**src/rtl/alu2_acc.sv**
```systemverilog
// Single-cycle two-operand ALU with a valid/ready handshake and a multi-beat
// accumulate opcode that emits one sum every ACC_LEN accepted ACC beats.
module alu2_acc #(
  parameter int WIDTH   = 32,
  parameter int ACC_LEN = 4
) (
  input  logic             clk,
  input  logic             reset,
  input  logic [4:0]       config_sig,
  input  logic [WIDTH-1:0] in0,
  input  logic [WIDTH-1:0] in1,
  input  logic             in_valid,
  output logic             in_ready,
  output logic [WIDTH-1:0] out0,
  output logic             out_valid,
  input  logic             out_ready
);

  localparam int         SHW      = $clog2(WIDTH);
  localparam logic [4:0] OP_ACC   = 5'd13;
  localparam logic [7:0] LAST_CNT = 8'(ACC_LEN - 1);

  logic [WIDTH-1:0] r_acc;
  logic [7:0]       r_cnt;

  logic             w_accept;
  logic             w_xfer;
  logic             w_acc_last;
  logic [WIDTH-1:0] w_res_p0;
  logic [WIDTH-1:0] w_acc_sum_p0;

  function automatic logic [WIDTH-1:0] alu_op(input logic [4:0]       op,
                                              input logic [WIDTH-1:0] a,
                                              input logic [WIDTH-1:0] b);
    logic signed [WIDTH-1:0] a_s;
    logic signed [WIDTH-1:0] b_s;
    logic [SHW-1:0]          sh;
    a_s    = a;
    b_s    = b;
    sh     = b[SHW-1:0];
    alu_op = '0;
    case (op)
      5'd0:  alu_op = a + b;
      5'd1:  alu_op = a - b;
      5'd2:  alu_op = a * b;
      5'd3:  alu_op = a & b;
      5'd4:  alu_op = a | b;
      5'd5:  alu_op = a ^ b;
      5'd6:  alu_op = a << sh;
      5'd7:  alu_op = a >> sh;
      5'd8:  alu_op = a;
      5'd9:  alu_op = b;
      5'd10: alu_op = a_s >>> sh;
      5'd11: alu_op = (a_s < b_s) ? WIDTH'(1) : '0;
      5'd12: alu_op = (a == b) ? WIDTH'(1) : '0;
      default: alu_op = '0;
    endcase
  endfunction

  assign in_ready     = !out_valid || out_ready;
  assign w_accept     = in_valid && in_ready;
  assign w_xfer       = out_valid && out_ready;
  assign w_acc_last   = (r_cnt == LAST_CNT);
  assign w_res_p0     = alu_op(config_sig, in0, in1);
  assign w_acc_sum_p0 = r_acc + in0;

  // Stage p0 -> output register: r_cnt == 0 is IDLE, anything else is ACCUM.
  always_ff @(posedge clk) begin
    if (reset) begin
      out0      <= '0;
      out_valid <= 1'b0;
      r_acc     <= '0;
      r_cnt     <= '0;
    end else if (w_accept) begin
      if (config_sig == OP_ACC && !w_acc_last) begin
        r_acc <= w_acc_sum_p0;
        r_cnt <= r_cnt + 8'd1;
        if (w_xfer) out_valid <= 1'b0;
      end else begin
        // Final ACC beat or any other opcode: emit and drop any partial sum.
        out0      <= (config_sig == OP_ACC) ? w_acc_sum_p0 : w_res_p0;
        out_valid <= 1'b1;
        r_acc     <= '0;
        r_cnt     <= '0;
      end
    end else if (w_xfer) begin
      out_valid <= 1'b0;
    end
  end

endmodule

```
**config.mk**
```make
export PLATFORM = sky130hd
export DESIGN_NAME = alu2_acc
export DESIGN_NICKNAME = d
export VERILOG_FILES = /design/src/rtl/alu2_acc.sv
export SDC_FILE = /design/constraint.sdc
export NUM_CORES = 2
export LEC_CHECK = 0
export BUFFER_PORTS_ARGS = -buffer_cell sky130_fd_sc_hd__buf_4
export CAP_MARGIN = 20
export CORE_ASPECT_RATIO = 1.2
export CORE_MARGIN = 3
export CORE_UTILIZATION = 60
export CTS_BUF_LIST = sky130_fd_sc_hd__clkbuf_8 sky130_fd_sc_hd__clkbuf_16
export DETAILED_ROUTE_END_ITERATION = 12
export HOLD_SLACK_MARGIN = 0.12
export PLACE_DENSITY = 0.78
export SYNTH_ARGS = -nofsm -noshare
export SYNTH_HDL_FRONTEND = slang
export SYNTH_SLANG_ARGS = --single-unit
```
**constraint.sdc**
```tcl
create_clock -name clk -period 10 [get_ports clk]
set_input_delay 1 -clock clk [delete_from_list [all_inputs] [get_ports clk]]
set_output_delay 1 -clock clk [all_outputs]
set_load 0.1 [all_outputs]
```
==> results.sh <==
export IMPL_status="completed"
export IMPL_synth_async_sr_flop_share_pct=0
export IMPL_placed_cells=4065
export IMPL_clockBufferDepth=2
export IMPL_fmax_mhz=115
export IMPL_crit_path_start_kind="input pin"
export IMPL_io_pins=107
export IMPL_path_buf_inv=5
export IMPL_fin_tns_setup_ns=0
export IMPL_yosys_warnings=0
export IMPL_crit_family="adder cells"
export IMPL_rsz0062_at_grt="false"
export IMPL_path_cells="buf_4, inv_1, buf_4, nor2_1, fa_1, fa_1, fa_1, inv_1, fa_1, inv_1, fa_1, fa_1, fa_1, fa_1, ha_1, a211o_1, a21oi_1, o21ai_0, or4_1, nand4_1, mux2_1, a2111oi_0, a41oi_1"
export IMPL_critical_path_slowest_cell="fa_1"
export IMPL_grt_overflow_total=0
export IMPL_antenna_found_initial=6
export IMPL_slowest_delay_ns=0.56
export IMPL_die_y_um=242
export IMPL_yosysTopAreaCellShare_pct=29.4
export IMPL_gr_usage_all_layers_pct=50.6
export IMPL_post_cts_setup_buffers=0
export IMPL_yosysTopAreaCell="fa_1"
export IMPL_cp_required_ns=10.24
export IMPL_synth_cell_area_mm2=0.0279
export IMPL_cts_resized=0
export IMPL_dr_pass1_iters=9
export IMPL_hpwl_mm=96.3
export IMPL_setup_slack_ns=1.30
export IMPL_nFillCells=4034
export IMPL_relSlewSlack_pct=17.3
export IMPL_synthCells=3498
export IMPL_synth_edf_count=0
export IMPL_synth_net_count=4234
export IMPL_hp_class="register to register"
export IMPL_critPathMaxFanout=20
export IMPL_worstSetupPathType="input pin to register"
export IMPL_worst_pin_slew_ns=1.24
export IMPL_grt_pass1_wl_mm=185
export IMPL_wl_met3_mm=18.6
export IMPL_cp_end_kind="register"
export IMPL_vias=28700
export IMPL_drc_errors=0
export IMPL_insertion_delay_ns=0.37
export IMPL_fin_skew_ns=0.0114
export IMPL_cp_arrival_ns=8.95
export IMPL_core_rowCount=86
export IMPL_final_cells=4087
export IMPL_gp_congestion=1.12
export IMPL_yosysSeqAreaShare_pct=5.23
export IMPL_cts_hold_buf=0
export IMPL_syn_avg_cell_area_um2=7.99
export IMPL_cts_tree="done"
export IMPL_synth_seq_cells=73
export IMPL_drive_above_1_share_pct=8.36
export IMPL_dieArea_mm2=0.0492
export IMPL_top_layer="met5"
export IMPL_cts_buffers=9
export IMPL_wl_per_cell_um=30.8
export IMPL_die_x_um=203
export IMPL_period_needed_ns=8.70
export IMPL_post_route_period_util_pct=87.0
export IMPL_start_util_pct=60.8
export IMPL_m1WireLength_mm=41.8
export IMPL_grt_pass1_vias=29100
export IMPL_cts_sinks=73
export IMPL_clk_pin_slew_ns=0.07
export IMPL_areaGrowthSynthToFinish_pct=5.55
export IMPL_portBuffers=106
export IMPL_ys_top_cells_by_area="fa_1 (29%), ha_1 (11%), nor2_1 (7.7%)"
export IMPL_maxSlewViolCount=0
export IMPL_crit_top_cell="fa_1"
export IMPL_nets=4198
export IMPL_yosys_most_used_dff="dfxtp_1"
export IMPL_routed_via_density=7.01
export IMPL_hold_viol=0
export IMPL_htreeDepth=3
export IMPL_drt_total_wl_mm=126
export IMPL_final_setup_viol_count=0
export IMPL_post_synth_top_count_cell="nor2_1"
export IMPL_place_ws_ns=1.13
export IMPL_antenna_left=0
export IMPL_grt_start_max_net_pins=75
export IMPL_drv_cap=0
export IMPL_yosys_top_cells_count="nor2_1 (570), inv_1 (463), fa_1 (411)"
export IMPL_drt_iter0_markers=4397
export IMPL_synth_cell_types=91
export IMPL_core_area_mm2=0.0459
export IMPL_wl_met2_mm=52.7
export IMPL_cts_root_buffer="clkbuf_16"
[metrics by stage]
| stage | hold slack, ns | area (µm²) | utilization (%) |
|---|---|---|---|
| floorplan | 0.436 | 27900 | - |
| global placement | 0.446 | 29200 | 63.5 |
| detailed placement | 0.459 | 29200 | 63.5 |
| CTS | 0.468 | 29500 | 64.1 |
| global route | 0.501 | 29500 | 64.2 |
| finish | 0.465 | 29500 | 64.2 |
[tightest hold or removal path, cell delays in order (launching register included)]
cell and delay (ns):
dfxtp_1 0.31, nand2_1 0.06, a21oi_1 0.05
[final timing paths]
kind | from | endpoint | slack [ns] | depth (start not counted)
setup / recovery | in1[4] | out0[30]$_SDFFE_PP0P_ | 1.30 | 23
hold / removal | r_acc[24]$_SDFFE_PP0P_ | r_acc[24]$_SDFFE_PP0P_ | 0.46 | 2
setup reg to reg | r_acc[0]$_SDFFE_PP0P_ | out0[26]$_SDFFE_PP0P_ | 6.08 | 12
hold reg to reg | r_acc[24]$_SDFFE_PP0P_ | r_acc[24]$_SDFFE_PP0P_ | 0.46 | 2
[kinds of logic (layout without fill, tap and decap cells)]
family	Yosys count	after routing	share of synthesized area [%]
xor gates and xnor gates	128	128	4.01
AOI/OAI and AO/OA	718	718	17.9
muxes	94	94	5.77
other	0	4	0
adders and majority gates	663	663	40.7
and+or+nand+nor	1117	1117	16.6
DFF	73	73	5.23
buffers and inverters	705	674	9.75
[final cells by class]
type | count | area (µm²) | share of cell area, %
diodes | 4 | 10.0 | 0.0339
inverters | 479 | 1800 | 6.10
well taps | 616 | 771 | 2.61
clock buffers | 9 | 225 | 0.763
clock inverters | 7 | 83.8 | 0.284
multi-input cells | 2720 | 23800 | 80.7
flip-flops and latches | 73 | 1460 | 4.95
repair buffers | 179 | 1350 | 4.57
[cell usage in the layout, fill, tap and decap left out, types with 73 or more instances in the layout]
cell type and count:
nor2_1 565, inv_1 461, fa_1 411, nand2_1 331, ha_1 252, buf_4 177
a21oi_1 166, xnor2_1 96, o21ai_0 94, dfxtp_1 73
[state kept, by name, indices dropped and copies added, names as in the netlist]
| signal | flops |
|---|---|
| out_valid | 1 |
| out0 | 32 |
| r_acc | 32 |
| r_cnt | 8 |
[routing by layer]
metal  vias to the layer above  GRT usage (%)
li1                      11600              -
met1                     13800           60.9
met2                      2462           75.3
met3                       777           16.9
met4                         4           38.0
met5                         -              0
Power is not shown: default switching activity piles up to over one toggle a cycle in this logic, so the estimate is an artifact.
